--- src/rtl/cpu_pkg.sv ---
// cpu_pkg: shared types and constants for the CPU core sequencer.
//   seq_state_t : sequencer phase/state encoding
//   STP_OPCODE  : 6-bit opcode of the STP (stop) instruction
//   CW_DEFAULT  : default width of the cycle/instruction counters
package cpu_pkg;

  typedef enum logic [2:0] {
    ST_IDLE  = 3'd0,
    ST_FETCH = 3'd1,
    ST_EXEC1 = 3'd2,
    ST_EXEC2 = 3'd3,
    ST_HALT  = 3'd4,
    ST_FAULT = 3'd5
  } seq_state_t;

  localparam logic [5:0] STP_OPCODE = 6'b111111;
  localparam int         CW_DEFAULT = 16;

endpackage

--- src/rtl/cpu_sequencer_if.sv ---
// cpu_sequencer_if: control, instruction-RAM and decoder signals of the
// phase sequencer.
//   master: drives run/step/halt_req/clear, ram_ready/instr_in, E2/stop;
//           observes the phase strobes, instr, status and counters.
//   slave : the sequencer side (opposite directions).
interface cpu_sequencer_if #(
  parameter int CW = cpu_pkg::CW_DEFAULT
);
  logic          run;
  logic          step;
  logic          halt_req;
  logic          clear;
  logic          ram_ready;
  logic [15:0]   instr_in;
  logic          E2;
  logic          stop;
  logic          FETCH;
  logic          EXEC1;
  logic          EXEC2;
  logic [15:0]   instr;
  logic          idle;
  logic          halted;
  logic          fault;
  logic [CW-1:0] cycle_count;
  logic [CW-1:0] instr_count;

  modport master (
    output run, step, halt_req, clear, ram_ready, instr_in, E2, stop,
    input  FETCH, EXEC1, EXEC2, instr, idle, halted, fault,
           cycle_count, instr_count
  );

  modport slave (
    input  run, step, halt_req, clear, ram_ready, instr_in, E2, stop,
    output FETCH, EXEC1, EXEC2, instr, idle, halted, fault,
           cycle_count, instr_count
  );
endinterface

--- src/rtl/sat_counter.sv ---
// sat_counter: W-bit up-counter that sticks at all-ones.
//   clk, rst_n : clock, asynchronous active-low reset (clears to 0)
//   en         : count enable for this cycle
//   q          : registered count
module sat_counter #(
  parameter int W = 16
) (
  input  logic         clk,
  input  logic         rst_n,
  input  logic         en,
  output logic [W-1:0] q
);

  localparam logic [W-1:0] ALL_ONES = {W{1'b1}};
  localparam logic [W-1:0] ONE      = {{(W-1){1'b0}}, 1'b1};

  // Count register: advance when enabled and not yet saturated.
  always_ff @(posedge clk or negedge rst_n) begin
    if (!rst_n) begin
      q <= '0;
    end else if (en && (q != ALL_ONES)) begin
      q <= q + ONE;
    end else begin
      q <= q;
    end
  end

endmodule

--- src/rtl/cpu_sequencer.sv ---
// cpu_sequencer: FETCH/EXEC1/EXEC2 phase sequencer with run/step/halt
// control, STP stop, fetch wait-state timeout and saturating counters.
//   clk, rst_n : clock, asynchronous active-low reset
//   bus        : cpu_sequencer_if.slave (control in, RAM data in, decoder
//                E2/stop in; phase strobes, instr, status, counters out)
// Parameters: CW counter width, WAIT_MAX (1..15) fetch cycles without
// ram_ready before FAULT.
module cpu_sequencer
  import cpu_pkg::*;
#(
  parameter int CW       = CW_DEFAULT,
  parameter int WAIT_MAX = 4
) (
  input  logic             clk,
  input  logic             rst_n,
  cpu_sequencer_if.slave   bus
);

  // Last wait count before timeout: the next ready-less FETCH cycle faults.
  localparam logic [3:0] WAIT_LAST = 4'(WAIT_MAX - 1);

  seq_state_t     r_state;
  seq_state_t     w_next;
  logic [3:0]     r_wait;
  logic [3:0]     w_wait_next;
  logic           r_single_step;
  logic           w_ss_next;
  logic [15:0]    r_instr;
  logic [15:0]    w_instr_next;
  logic           w_retire;
  logic           w_active;
  logic           w_end_to_idle;
  logic           r_fetch;
  logic           r_exec1;
  logic           r_exec2;
  logic           r_idle;
  logic           r_halted;
  logic           r_fault;
  logic [CW-1:0]  w_cycle_q;
  logic [CW-1:0]  w_instr_q;

  // At an instruction boundary, any of these sends the core back to IDLE.
  assign w_end_to_idle = bus.halt_req | r_single_step | ~bus.run;
  assign w_active      = (r_state == ST_FETCH) || (r_state == ST_EXEC1) ||
                         (r_state == ST_EXEC2);

  // Next-state, wait counter, single-step flag and instruction latch.
  always_comb begin
    w_next       = r_state;
    w_wait_next  = 4'd0;
    w_ss_next    = r_single_step;
    w_instr_next = r_instr;
    w_retire     = 1'b0;
    case (r_state)
      ST_IDLE: begin
        if (bus.halt_req) begin
          w_next = ST_IDLE;
        end else if (bus.run) begin
          w_next    = ST_FETCH;
          w_ss_next = 1'b0;
        end else if (bus.step) begin
          w_next    = ST_FETCH;
          w_ss_next = 1'b1;
        end else begin
          w_next = ST_IDLE;
        end
      end
      ST_FETCH: begin
        if (bus.ram_ready) begin
          w_instr_next = bus.instr_in;
          w_next       = ST_EXEC1;
        end else if (r_wait == WAIT_LAST) begin
          w_next = ST_FAULT;
        end else begin
          w_wait_next = r_wait + 4'd1;
        end
      end
      ST_EXEC1: begin
        if (bus.stop) begin
          // STP retires as it halts, regardless of E2 or halt_req.
          w_retire = 1'b1;
          w_next   = ST_HALT;
        end else if (bus.E2) begin
          w_next = ST_EXEC2;
        end else begin
          w_retire = 1'b1;
          if (w_end_to_idle) begin
            w_next    = ST_IDLE;
            w_ss_next = 1'b0;
          end else begin
            w_next = ST_FETCH;
          end
        end
      end
      ST_EXEC2: begin
        w_retire = 1'b1;
        if (w_end_to_idle) begin
          w_next    = ST_IDLE;
          w_ss_next = 1'b0;
        end else begin
          w_next = ST_FETCH;
        end
      end
      ST_HALT: begin
        if (bus.clear) begin
          w_next = ST_IDLE;
        end else begin
          w_next = ST_HALT;
        end
      end
      ST_FAULT: begin
        if (bus.clear) begin
          w_next = ST_IDLE;
        end else begin
          w_next = ST_FAULT;
        end
      end
      default: begin
        w_next = ST_IDLE;
      end
    endcase
  end

  // State, local counters and registered outputs decoded from next state.
  always_ff @(posedge clk or negedge rst_n) begin
    if (!rst_n) begin
      r_state       <= ST_IDLE;
      r_wait        <= 4'd0;
      r_single_step <= 1'b0;
      r_instr       <= 16'h0000;
      r_fetch       <= 1'b0;
      r_exec1       <= 1'b0;
      r_exec2       <= 1'b0;
      r_idle        <= 1'b1;
      r_halted      <= 1'b0;
      r_fault       <= 1'b0;
    end else begin
      r_state       <= w_next;
      r_wait        <= w_wait_next;
      r_single_step <= w_ss_next;
      r_instr       <= w_instr_next;
      r_fetch       <= (w_next == ST_FETCH);
      r_exec1       <= (w_next == ST_EXEC1);
      r_exec2       <= (w_next == ST_EXEC2);
      r_idle        <= (w_next == ST_IDLE);
      r_halted      <= (w_next == ST_HALT);
      r_fault       <= (w_next == ST_FAULT);
    end
  end

  sat_counter #(.W(CW)) u_cycle_cnt (
    .clk   (clk),
    .rst_n (rst_n),
    .en    (w_active),
    .q     (w_cycle_q)
  );

  sat_counter #(.W(CW)) u_instr_cnt (
    .clk   (clk),
    .rst_n (rst_n),
    .en    (w_retire),
    .q     (w_instr_q)
  );

  assign bus.FETCH       = r_fetch;
  assign bus.EXEC1       = r_exec1;
  assign bus.EXEC2       = r_exec2;
  assign bus.instr       = r_instr;
  assign bus.idle        = r_idle;
  assign bus.halted      = r_halted;
  assign bus.fault       = r_fault;
  assign bus.cycle_count = w_cycle_q;
  assign bus.instr_count = w_instr_q;

endmodule

--- src/flat_wrapper.sv ---
// flat-port wrapper written by rule: the top's interface ports become plain ports
module cpu_sequencer_flat import cpu_pkg::*;
#(
  parameter int CW       = CW_DEFAULT,
  parameter int WAIT_MAX = 4
)
  (clk, rst_n, bus_run, bus_step, bus_halt_req, bus_clear, bus_ram_ready, bus_instr_in, bus_E2, bus_stop, bus_FETCH, bus_EXEC1, bus_EXEC2, bus_instr, bus_idle, bus_halted, bus_fault, bus_cycle_count, bus_instr_count);
  cpu_sequencer_if #(.CW(CW)) bus_i ();
  input  logic clk;
  input  logic rst_n;
  input wire logic [$bits(bus_i.run)-1:0] bus_run;
  input wire logic [$bits(bus_i.step)-1:0] bus_step;
  input wire logic [$bits(bus_i.halt_req)-1:0] bus_halt_req;
  input wire logic [$bits(bus_i.clear)-1:0] bus_clear;
  input wire logic [$bits(bus_i.ram_ready)-1:0] bus_ram_ready;
  input wire logic [$bits(bus_i.instr_in)-1:0] bus_instr_in;
  input wire logic [$bits(bus_i.E2)-1:0] bus_E2;
  input wire logic [$bits(bus_i.stop)-1:0] bus_stop;
  output wire logic [$bits(bus_i.FETCH)-1:0] bus_FETCH;
  output wire logic [$bits(bus_i.EXEC1)-1:0] bus_EXEC1;
  output wire logic [$bits(bus_i.EXEC2)-1:0] bus_EXEC2;
  output wire logic [$bits(bus_i.instr)-1:0] bus_instr;
  output wire logic [$bits(bus_i.idle)-1:0] bus_idle;
  output wire logic [$bits(bus_i.halted)-1:0] bus_halted;
  output wire logic [$bits(bus_i.fault)-1:0] bus_fault;
  output wire logic [$bits(bus_i.cycle_count)-1:0] bus_cycle_count;
  output wire logic [$bits(bus_i.instr_count)-1:0] bus_instr_count;
  assign bus_i.run = bus_run;
  assign bus_i.step = bus_step;
  assign bus_i.halt_req = bus_halt_req;
  assign bus_i.clear = bus_clear;
  assign bus_i.ram_ready = bus_ram_ready;
  assign bus_i.instr_in = bus_instr_in;
  assign bus_i.E2 = bus_E2;
  assign bus_i.stop = bus_stop;
  assign bus_FETCH = bus_i.FETCH;
  assign bus_EXEC1 = bus_i.EXEC1;
  assign bus_EXEC2 = bus_i.EXEC2;
  assign bus_instr = bus_i.instr;
  assign bus_idle = bus_i.idle;
  assign bus_halted = bus_i.halted;
  assign bus_fault = bus_i.fault;
  assign bus_cycle_count = bus_i.cycle_count;
  assign bus_instr_count = bus_i.instr_count;
  cpu_sequencer #(.CW(CW), .WAIT_MAX(WAIT_MAX)) u_core (.clk(clk), .rst_n(rst_n), .bus(bus_i));
endmodule
--- config.mk ---
export PLATFORM = sky130hd
export DESIGN_NAME = cpu_sequencer_flat
export DESIGN_NICKNAME = d
export VERILOG_FILES = /design/src/rtl/cpu_pkg.sv /design/src/rtl/cpu_sequencer_if.sv /design/src/rtl/sat_counter.sv /design/src/rtl/cpu_sequencer.sv /design/src/flat_wrapper.sv
export SDC_FILE = /design/constraint.sdc
export NUM_CORES = 1
export LEC_CHECK = 0
export ABC_CLOCK_PERIOD_IN_PS = 2200
export BUFFER_PORTS_ARGS = -buffer_cell sky130_fd_sc_hd__buf_2
export CAP_MARGIN = 20
export CORE_MARGIN = 2
export CORE_UTILIZATION = 35
export DETAILED_ROUTE_END_ITERATION = 16
export GPL_ROUTABILITY_DRIVEN = 0
export HOLD_SLACK_MARGIN = 0.08
export SLEW_MARGIN = 15
export SYNTH_ARGS = -nofsm -noshare
export SYNTH_HDL_FRONTEND = slang
export SYNTH_HIERARCHICAL = 1
export SYNTH_SLANG_ARGS = --single-unit
export TNS_END_PERCENT = 5
--- constraint.sdc ---
create_clock -name clk -period 2.2 [get_ports clk]
set_clock_uncertainty 0.2 [all_clocks]
set_input_delay 0.44 -clock clk [delete_from_list [all_inputs] [get_ports clk]]
set_output_delay 0.44 -clock clk [all_outputs]
set_load 0.005 [all_outputs]
Word level (Yosys, flattened, before mapping)
Cells that the tools add are included.

Add/subtract/negate cells: 3. Equality and inequality tests: 17. Multiplexer cells: 24. Bitwise gates (word level): 3. Reduce and logical (&&, ||, !) cells: 9.

Operators by type and width (number): adder 16 x 1 -> 16 bit (second input constant) (2); != test 16 bit (second input constant) (2); two-way mux 3 bit (8); case mux 3 bit (6 select lines) (1); equality test 3 x 2 -> 1 bit (second input constant) (4); equality test 3 bit (second input constant) (4); two-way mux 4 bit (3); two-way mux 1 bit (10); equality test 3 x 1 -> 1 bit (second input constant) (2); logical NOT 3 bit (2); != test 2 bit (second input constant) (3); AND reduction 5 bit (1); adder 4 x 1 -> 4 bit (second input constant) (1); equality test 4 x 2 -> 1 bit (second input constant) (1); != test 3 bit (second input constant) (1); case mux 1 bit (3 select lines) (1); nonzero test 3 bit (1); logical AND 1 bit (2); logical OR 1 bit (2); bitwise OR 1 bit (2); case mux 1 bit (2 select lines) (1); AND reduction 2 bit (1); NOT 1 bit (1).

Flip-flop bits (word level): 62. Logic and storage cells: 68.

Longest topological paths before layout
Gate-level depths: netlist of the first run.

Depth after elaboration: 7. Mapped depth: 7. Depth with buffers taken out: 6.

Modules after synthesis
The synthesis of the first run kept the hierarchy.

Modules (own cells, without submodules): sat_counter (instances 2, cells an instance 72, area each 859.6 um2, sequential area each 400.4 um2); cpu_sequencer (instances 1, cells an instance 95, area each 1348.8 um2, sequential area each 752.0 um2).

Worst setup path before layout of the first run
Ideal clock, no wire load.

Kind: register to register. From: reg u_core.r_state[2]. To: reg u_core.u_instr_cnt.q[5]. Setup time: 0.119 ns. Arrival time: 1.698 ns. Setup slack: 0.183 ns. Stages on the path, launching flop included: 8. Path buffers: 1. Clock period less this slack: 2.017 ns. Path through: dfrtp_1 > clkbuf_8 > nand2b_1 > nor2_1 > and3_1 > and4_2 > o211ai_1 > o21a_1.

Cells in the longest elaborated chain, start to end: 3. Elaborated cells on any way between the ends: 4. Those cells by class: eq/ne: 2; mux: 1; reduce/logical: 1.

RTL lines: start, declared (RTL line cpu_sequencer.sv:22) `seq_state_t r_state;`; start signal, assigned (RTL line cpu_sequencer.sv:138) `r_state <= w_next;`; equality test 3 x 2 -> 1 bit (RTL line cpu_sequencer.sv:54) `case (r_state)`; case mux 1 bit (2 select lines) * (RTL line cpu_sequencer.sv:54); net u_core.w_retire (RTL line cpu_sequencer.sv:30) `logic w_retire;`; logical AND 1 bit * (RTL line sat_counter.sv:21) `end else if (en && (q != ALL_ONES)) begin`; end signal, assigned (RTL line sat_counter.sv:22) `q <= q + ONE;`; end signal, assigned (RTL line sat_counter.sv:24) `q <= q;`; end, declared (RTL line sat_counter.sv:11) `output logic [W-1:0] q`.

Mark *: on every way through the listed nets, which the timed path passes. The rest lies on a longest branch. A chain may end at the register's enable or synchronous reset.

Final worst setup path of the first run
From: reg u_core.r_state[0]. To: reg u_core.u_cycle_cnt.q[5].

Cells in the longest elaborated chain, start to end: 4. Elaborated cells on any way between the ends: 6. Those cells by class: eq/ne: 3; reduce/logical: 3.

RTL lines: equality test 3 x 1 -> 1 bit / equality test 3 x 2 -> 1 bit (equally long branches) (RTL line cpu_sequencer.sv:44) `assign w_active = (r_state == ST_FETCH) || (r_state == ST_EXEC1) ||`; logical OR 1 bit (RTL line cpu_sequencer.sv:44); logical OR 1 bit * (RTL line cpu_sequencer.sv:44); net u_core.w_active (RTL line cpu_sequencer.sv:31) `logic w_active;`; logical AND 1 bit * (RTL line sat_counter.sv:21); end signal, assigned (RTL line sat_counter.sv:22); end signal, assigned (RTL line sat_counter.sv:24); end, declared (RTL line sat_counter.sv:11).

Marks and branches as above.

==> tab_implementation.tex, run 1 <==
\begin{tabular}{lr}
\hline
Metric & Value \\
\hline
\multicolumn{2}{l}{\textbf{Synthesis}} \\
\quad Number of enable-type register cells in the synthesized netlist & 0 \\
\quad Number of flip-flops and latches in the synthesized netlist & 62 \\
\quad Number of nets produced by synthesis & 267 \\
\quad Yosys warns & 6 \\
\quad Sequential-to-total area share from yosys stat & 0.506 \\
\quad Syn Area/Cell & 12.8 um\^{}2 \\
\quad Post-Synthesis Cells & 239 \\
\quad Area of the mapped netlist & 3070 um\^{}2 \\
\quad Most used DFF post-synth & sky130\_fd\_sc\_hd\_\_dfrtp\_1 \\
\quad Ys async rst share & 1.00 \\
\quad Count of unique library cells instantiated by Yosys & 51 \\
\multicolumn{2}{l}{\textbf{Timing}} \\
\quad Final count of hold timing violations & 0 \\
\quad Worst rel slew slack & 0.739 \\
\quad Setup repair after global routing missed its margin & false \\
\quad Max Freq & 509 MHz \\
\quad Period utilization & 0.893 \\
\quad Final critical delay including setup and external delays & 1960 ps \\
\quad Number of max-slew violations in the final report & 0 \\
\quad Count of endpoints failing setup in the final report & 0 \\
\quad Sum of negative setup slack & 0 ps \\
\quad Slew at the pin closest to its max-slew limit & 390 ps \\
\multicolumn{2}{l}{\textbf{Global routing}} \\
\quad Tot GR Track Use & 0.144 \\
\quad Grt ovf & 0 \\
\quad Antenna violations before repair & 0 \\
\quad Largest net degree at the start of global routing & 63 \\
\quad Wire length of the first global-routing pass & 11100 um \\
\quad Number of global-route vias before repair & 2252 \\
\multicolumn{2}{l}{\textbf{Power and ir drop}} \\
\quad LEAKAGE & 1.86 nW \\
\quad VDD IR max & 0.471 mV \\
\quad Power density over cell area & 1050 nW/um\^{}2 \\
\quad Total Power & 4.05 mW \\
\multicolumn{2}{l}{\textbf{Layout}} \\
\quad Summed area of non-filler cells in the final layout & 3840 um\^{}2 \\
\quad Final std cells w/o fill & 448 \\
\quad Post-layout nets & 363 \\
\quad Area Growth Syn to Fin & 25.3\% \\
\quad Multi-input gate area & 1450 um\^{}2 \\
\quad Final core utilization & 0.447 \\
\quad Fraction of layout cells with a size suffix above 1 & 0.441 \\
\quad Number of antenna cells inserted & 0 \\
\quad Footprint of the flip-flops and latches & 1550 um\^{}2 \\
\quad Filler instances & 857 \\
\multicolumn{2}{l}{\textbf{Die}} \\
\quad Effective utilization at floorplan & 0.357 \\
\quad Total die area & 9530 um\^{}2 \\
\quad Die height & 97.6 um \\
\quad Count of pins on the block boundary & 79 \\
\quad Die Span X & 97.6 um \\
\quad Row count & 34 \\
\quad Std-Cell Core Area & 8590 um\^{}2 \\
\multicolumn{2}{l}{\textbf{Routing}} \\
\quad Number of violations reported at the end of detailed-routing iteration 0 & 43 \\
\quad Routed Antenna Nets & 0 \\
\quad Detailed Route WL & 6480 um \\
\quad Number of detailed-routing iterations run before antenna repair & 4 \\
\quad Via count of the routed design & 2249 \\
\quad Drt via density & 5.02 \\
\quad Routed length per instance & 14.5 um \\
\quad DRC violations left & 0 \\
\multicolumn{2}{l}{\textbf{Outcome}} \\
\quad Run status & finished, final reports clean \\
\multicolumn{2}{l}{\textbf{Clocking}} \\
\quad Worst skew pair latency & 340 ps \\
\quad H-Tree Depth & 3 \\
\quad Clock root buffer & sky130\_fd\_sc\_hd\_\_clkbuf\_8 \\
\quad Hold-fix buffer count after cts & 1 \\
\quad Clock-pin slew on the worst setup and hold paths & 70 ps \\
\quad Maximum root-to-sink buffer count & 2 \\
\quad CTS resizes & 0 \\
\quad Clock buffers created by TritonCTS & 9 \\
\quad TritonCTS clock tree & built \\
\quad Clk sinks & 62 \\
\quad Buffer count from post-CTS setup fixing & 0 \\
\multicolumn{2}{l}{\textbf{Worst setup path}} \\
\quad Critical Path Fanout Max & 10 \\
\quad Reg2reg start & u\_core/r\_state[0] \\
\quad Flop-to-flop setup slack & 240 ps \\
\quad Max incr delay on CP & 370 ps \\
\quad Crit path from & u\_core/r\_state[0] \\
\quad Crit path DAT & 1990 ps \\
\quad Crit path cell chain & buf\_4, nor2\_1, nor2\_1, buf\_4, and3\_1, and4\_2, o211ai\_1, o21a\_1 \\
\quad Highest-delay cell along the critical path & sky130\_fd\_sc\_hd\_\_dfrtp\_1 \\
\quad Terminus of the critical flop-to-flop path & u\_core/u\_cycle\_cnt/q[5] \\
\quad Endpoint required time on the critical path & 2230 ps \\
\quad Endpoint class of the critical path & flop \\
\quad Last element of the critical path & u\_core/u\_cycle\_cnt/q[5] \\
\quad Critical setup path kind & flop to flop \\
\quad CP Launch Type & flop \\
\quad Length in cells of the worst reg-to-reg path & 8 \\
\multicolumn{2}{l}{\textbf{Place}} \\
\quad Post-DP HPWL & 4560 um \\
\quad I/O Buffers & 78 \\
\quad Total placed cells including tap cells & 431 \\
\quad Area of placed instances & 3630 um\^{}2 \\
\multicolumn{2}{l}{\textbf{Hold path}} \\
\quad Worst hold path class & input port to flop \\
\multicolumn{2}{l}{\textbf{Flow run}} \\
\quad Max\_cap viols & 0 \\
\hline
\end{tabular}
==> flip-flops by register name (all words and copies together) (netlist names), 3 cells and up <==
signal                count
u_core/r_state            3
u_core/bus.instr         16
u_core/u_instr_cnt/q     16
u_core/u_cycle_cnt/q     16
u_core/r_wait             4
==> worst min path at each step <==
| stage | depth (start not counted) | start | to | slack (ps) |
|---|---|---|---|---|
| 2_1_floorplan | 0 | rst_n | u_core/bus.EXEC1 | -60 |
| 3_3_place_gp | 1 | u_core/r_wait[0] | u_core/r_wait[0] | 250 |
| 3_5_place_dp | 1 | u_core/r_wait[0] | u_core/r_wait[0] | 250 |
| 4_1_cts | 2 | bus_run | u_core/r_single_step | 100 |
| 5_1_grt | 2 | bus_instr_in[7] | u_core/bus.instr[7] | 110 |
| 6_report | 2 | bus_run | u_core/r_single_step | 120 |
==> cell type report <==
class                      count  area share
clock buffer                  12      0.0404
clock inverter                 4      0.0117
inverter                       1    0.000976
multi-input combinational    171       0.376
sequential                    62       0.404
tap                          108      0.0351
timing repair buffer          90       0.132
==> cell families after synthesis <==
logic type               after synthesis  share of synthesized area
AO/OA/AOI/OAI                         39                      0.100
XOR/XNOR                              16                     0.0457
adder cells (fa/ha/maj)                3                     0.0122
buffers and inverters                  6                     0.0228
flip-flops                            62                      0.506
multiplexers                          19                     0.0803
AND/OR/NAND/NOR                       94                      0.232
==> per-stage QoR <==
stage | hold WS, ps | setup slack (ps)
2_1_floorplan | -55.6 | 183
3_3_place_gp | 248 | 160
5_1_grt | 114 | 46.8
3_5_place_dp | 254 | 115
4_1_cts | 104 | 208
6_report | 124 | 235
==> Yosys cell counts (3+ instances only) <==
cell	instances	area, um^2
sky130_fd_sc_hd__a21oi_1	9	45.0
sky130_fd_sc_hd__a31oi_1	6	37.5
sky130_fd_sc_hd__and3_1	5	31.3
sky130_fd_sc_hd__dfrtp_1	61	1530
sky130_fd_sc_hd__ha_1	3	37.5
sky130_fd_sc_hd__mux2_2	7	78.8
sky130_fd_sc_hd__mux2_4	9	135
sky130_fd_sc_hd__nand2_1	10	37.5
sky130_fd_sc_hd__nand3_1	11	55.1
sky130_fd_sc_hd__nand4_1	16	100
sky130_fd_sc_hd__nor2_1	16	60.1
sky130_fd_sc_hd__nor2_2	3	18.8
sky130_fd_sc_hd__nor4_4	4	85.1
sky130_fd_sc_hd__o211ai_1	3	22.5
sky130_fd_sc_hd__o21a_1	10	75.1
sky130_fd_sc_hd__o21ai_0	4	20.0
sky130_fd_sc_hd__xnor2_1	11	96.3
sky130_fd_sc_hd__xor2_1	5	43.8
==> worst max-delay path: cells and delay by family (launching register included) <==
| kind | cells | cell delay (ps) |
|---|---|---|
| simple gates | 4 | 740 |
| flops | 1 | 370 |
| buf+inv | 2 | 350 |
| compound gates | 2 | 210 |
==> per-layer routing <==
metal / track usage / vias to the layer above / part of all wire
li1: - / 1098 / -
met1: 0.195 / 1094 / 0.48
met2: 0.220 / 48 / 0.47
met3: 0.0302 / 9 / 0.037
met4: 0.0705 / 0 / 0.018
met5: 0 / - / 0
==> cell usage in the layout, fill, tap and decap left out, types with 3 or more instances in the layout <==
master,netlist,layout
sky130_fd_sc_hd__a21oi_1,9,9
sky130_fd_sc_hd__a31oi_1,6,6
sky130_fd_sc_hd__and3_1,5,5
sky130_fd_sc_hd__buf_2,0,78
sky130_fd_sc_hd__buf_4,1,9
sky130_fd_sc_hd__clkbuf_8,2,11
sky130_fd_sc_hd__clkinv_2,0,3
sky130_fd_sc_hd__dfrtp_1,61,61
sky130_fd_sc_hd__ha_1,3,3
sky130_fd_sc_hd__mux2_2,7,7
sky130_fd_sc_hd__mux2_4,9,9
sky130_fd_sc_hd__nand2_1,10,10
sky130_fd_sc_hd__nand3_1,11,11
sky130_fd_sc_hd__nand4_1,16,16
sky130_fd_sc_hd__nor2_1,16,16
sky130_fd_sc_hd__nor2_2,3,3
sky130_fd_sc_hd__nor4_4,4,4
sky130_fd_sc_hd__o211ai_1,3,3
sky130_fd_sc_hd__o21a_1,10,10
sky130_fd_sc_hd__o21ai_0,4,4
sky130_fd_sc_hd__xnor2_1,11,11
sky130_fd_sc_hd__xor2_1,5,5
==> power by group <==
group | internal [mW] | leakage [nW] | switching, mW
sequential | 1.46 | 0.806 | 0.263
combinational | 0.712 | 0.946 | 0.584
clock | 0.580 | 0.106 | 0.446
Note: power is estimated with default switching activity, not from simulation.
==> run 2, diff against run 1 <==
--- a/config.mk
+++ b/config.mk
@@ -13,6 +13,7 @@
 export DETAILED_ROUTE_END_ITERATION = 16
 export GPL_ROUTABILITY_DRIVEN = 0
 export HOLD_SLACK_MARGIN = 0.08
+export PLACE_DENSITY = 0.68
 export SLEW_MARGIN = 15
 export SYNTH_ARGS = -nofsm -noshare
 export SYNTH_HDL_FRONTEND = slang
==> tab_implementation.tex, run 2 (synthesis gave the netlist of run 1 again) <==
\begin{tabular}{lr}
\hline
Metric & Value \\
\hline
\multicolumn{2}{l}{\textbf{Layout}} \\
\quad Final std cells w/o fill & 448 \\
\quad Fraction of layout cells with a size suffix above 1 & 0.444 \\
\quad Post-layout nets & 364 \\
\quad Filler instances & 835 \\
\quad Commonest cells after routing, fill and taps aside & 78 x sky130\_fd\_sc\_hd\_\_buf\_2, 61 x sky130\_fd\_sc\_hd\_\_dfrtp\_1, 16 x sky130\_fd\_sc\_hd\_\_nor2\_1, 16 x sky130\_fd\_sc\_hd\_\_nand4\_1, 12 x sky130\_fd\_sc\_hd\_\_clkbuf\_8 \\
\quad Area Growth Syn to Fin & 25.4\% \\
\quad Final core utilization & 0.448 \\
\quad Number of antenna cells inserted & 0 \\
\quad Commonest non-fill, non-tap cell in the layout & sky130\_fd\_sc\_hd\_\_buf\_2 \\
\multicolumn{2}{l}{\textbf{Routing}} \\
\quad Routed Antenna Nets & 0 \\
\quad Number of violations reported at the end of detailed-routing iteration 0 & 54 \\
\quad Detailed Route WL & 6470 um \\
\quad DRC violations left & 0 \\
\quad Via count of the routed design & 2337 \\
\quad Number of detailed-routing iterations run before antenna repair & 4 \\
\quad Routed length per instance & 14.4 um \\
\quad Drt via density & 5.22 \\
\multicolumn{2}{l}{\textbf{Global routing}} \\
\quad Met1 demand-to-capacity share in global routing & 0.189 \\
\quad Antenna violations before repair & 0 \\
\quad Largest net degree at the start of global routing & 35 \\
\quad Wire length of the first global-routing pass & 11100 um \\
\quad Tot GR Track Use & 0.143 \\
\quad Number of global-route vias before repair & 2307 \\
\quad Grt ovf & 0 \\
\quad Routing usage on met3 & 0.0381 \\
\quad Met2 GRT Util & 0.220 \\
\quad Most used routing layer & met2 \\
\multicolumn{2}{l}{\textbf{Timing}} \\
\quad Sum of negative setup slack & 0 ps \\
\quad Period utilization & 0.899 \\
\quad Count of endpoints failing setup in the final report & 0 \\
\quad Slew at the pin closest to its max-slew limit & 442 ps \\
\quad Max Freq & 506 MHz \\
\quad Final critical delay including setup and external delays & 1980 ps \\
\quad Worst rel slew slack & 0.706 \\
\quad Number of max-slew violations in the final report & 0 \\
\quad Setup repair after global routing missed its margin & false \\
\quad Final count of hold timing violations & 0 \\
\multicolumn{2}{l}{\textbf{Power and ir drop}} \\
\quad LEAKAGE & 1.86 nW \\
\quad Power density over cell area & 1050 nW/um\^{}2 \\
\quad VDD IR max & 0.472 mV \\
\quad Total Power & 4.05 mW \\
\multicolumn{2}{l}{\textbf{Hold path}} \\
\quad Startpoint of the most critical hold path & bus\_instr\_in[15] \\
\quad Number of cells on the worst hold path & 2 \\
\quad Worst hold path class & input port to flop \\
\quad Endpoint with the worst hold slack & u\_core/bus.instr[15] \\
\multicolumn{2}{l}{\textbf{Worst setup path}} \\
\quad Flop-to-flop setup slack & 220 ps \\
\quad Endpoint class of the critical path & flop \\
\quad Critical Path Fanout Max & 9 \\
\quad Critical setup path kind & flop to flop \\
\quad Highest-delay cell along the critical path & sky130\_fd\_sc\_hd\_\_dfrtp\_1 \\
\quad CP Launch Type & flop \\
\quad Crit path cell chain & nand2b\_1, nor2\_1, buf\_4, nand2\_1, nor3\_2, nand4\_1, xnor2\_1 \\
\quad Endpoint required time on the critical path & 2210 ps \\
\quad Terminus of the critical flop-to-flop path & u\_core/u\_instr\_cnt/q[10] \\
\quad Length in cells of the worst reg-to-reg path & 7 \\
\quad Crit path DAT & 1990 ps \\
\quad Max incr delay on CP & 500 ps \\
\quad Reg2reg start & u\_core/r\_state[1] \\
\multicolumn{2}{l}{\textbf{Clocking}} \\
\quad Buffer count from post-CTS setup fixing & 0 \\
\quad Clock root buffer & sky130\_fd\_sc\_hd\_\_clkbuf\_8 \\
\quad Worst skew pair latency & 330 ps \\
\quad Clk sinks & 62 \\
\quad TritonCTS clock tree & built \\
\quad H-Tree Depth & 3 \\
\quad Clock buffers created by TritonCTS & 9 \\
\quad Maximum root-to-sink buffer count & 2 \\
\quad Clock-pin slew on the worst setup and hold paths & 70 ps \\
\multicolumn{2}{l}{\textbf{Die}} \\
\quad Std-Cell Core Area & 8590 um\^{}2 \\
\quad Count of pins on the block boundary & 79 \\
\quad Die Span X & 97.6 um \\
\quad Row count & 34 \\
\quad Die height & 97.6 um \\
\quad Total die area & 9530 um\^{}2 \\
\quad Effective utilization at floorplan & 0.357 \\
\multicolumn{2}{l}{\textbf{Place}} \\
\quad Total placed cells including tap cells & 432 \\
\quad Post-DP HPWL & 4690 um \\
\quad I/O Buffers & 78 \\
\multicolumn{2}{l}{\textbf{Outcome}} \\
\quad Run status & finished, final reports clean \\
\multicolumn{2}{l}{\textbf{Flow run}} \\
\quad Max\_cap viols & 0 \\
\hline
\end{tabular}
run 2: worst max-delay path, delay by kind of cell (launching register included):
family / cells / cell delay (ps)
xor gates and xnor gates: 1 / 150
buffers and inverters: 1 / 150
DFF: 1 / 500
and+or+nand+nor: 5 / 870
run 2: final cells by class:
cell class | count | area (um^2) | area share
clock buffers | 12 | 165 | 0.0429
clock inverters | 3 | 42.5 | 0.0111
inverters | 1 | 3.75 | 0.000976
multi-input cells | 171 | 1450 | 0.376
flip-flops and latches | 62 | 1550 | 0.404
well taps | 108 | 135 | 0.0351
repair buffers | 91 | 503 | 0.131
run 2: what timing repair did:
action                    4_1_cts  5_1_grt
hold buffers                    1        0
hold endpoints to repair       61        0
resized for setup               0        0
run 2: worst max path at each step:
stage	start	end	slack [ps]	cells past startpoint
floorplan	u_core/r_state[2]	u_core/u_instr_cnt/q[5]	180	7
global placement	bus_stop	u_core/u_instr_cnt/q[7]	150	8
detailed placement	bus_stop	u_core/u_instr_cnt/q[7]	80	8
CTS	u_core/r_state[1]	u_core/u_instr_cnt/q[15]	220	7
global route	u_core/r_state[1]	u_core/u_instr_cnt/q[15]	50	7
finish	u_core/r_state[1]	u_core/u_instr_cnt/q[10]	220	7
run 2: layer usage:
metal,wire length (um),up-vias
li1,-,1110
met1,3050,1156
met2,2970,62
met5,0,-
met3,365,9
met4,87,0
run 2: metrics by stage:
stage / cell area, um^2 / hold slack, ps / setup WS [ps]
finish: 3850 / 134 / 222
global placement: 3630 / 254 / 150
global route: 3850 / 114 / 49.2
detailed placement: 3630 / 258 / 76.3
floorplan: 3070 / -55.6 / 183
CTS: 3850 / 109 / 223
run 2: where the power goes:
group | internal (mW) | total [mW] | switching, mW
sequential | 1.46 | 1.74 | 0.272
combinational | 0.710 | 1.29 | 0.575
clock | 0.608 | 1.03 | 0.426
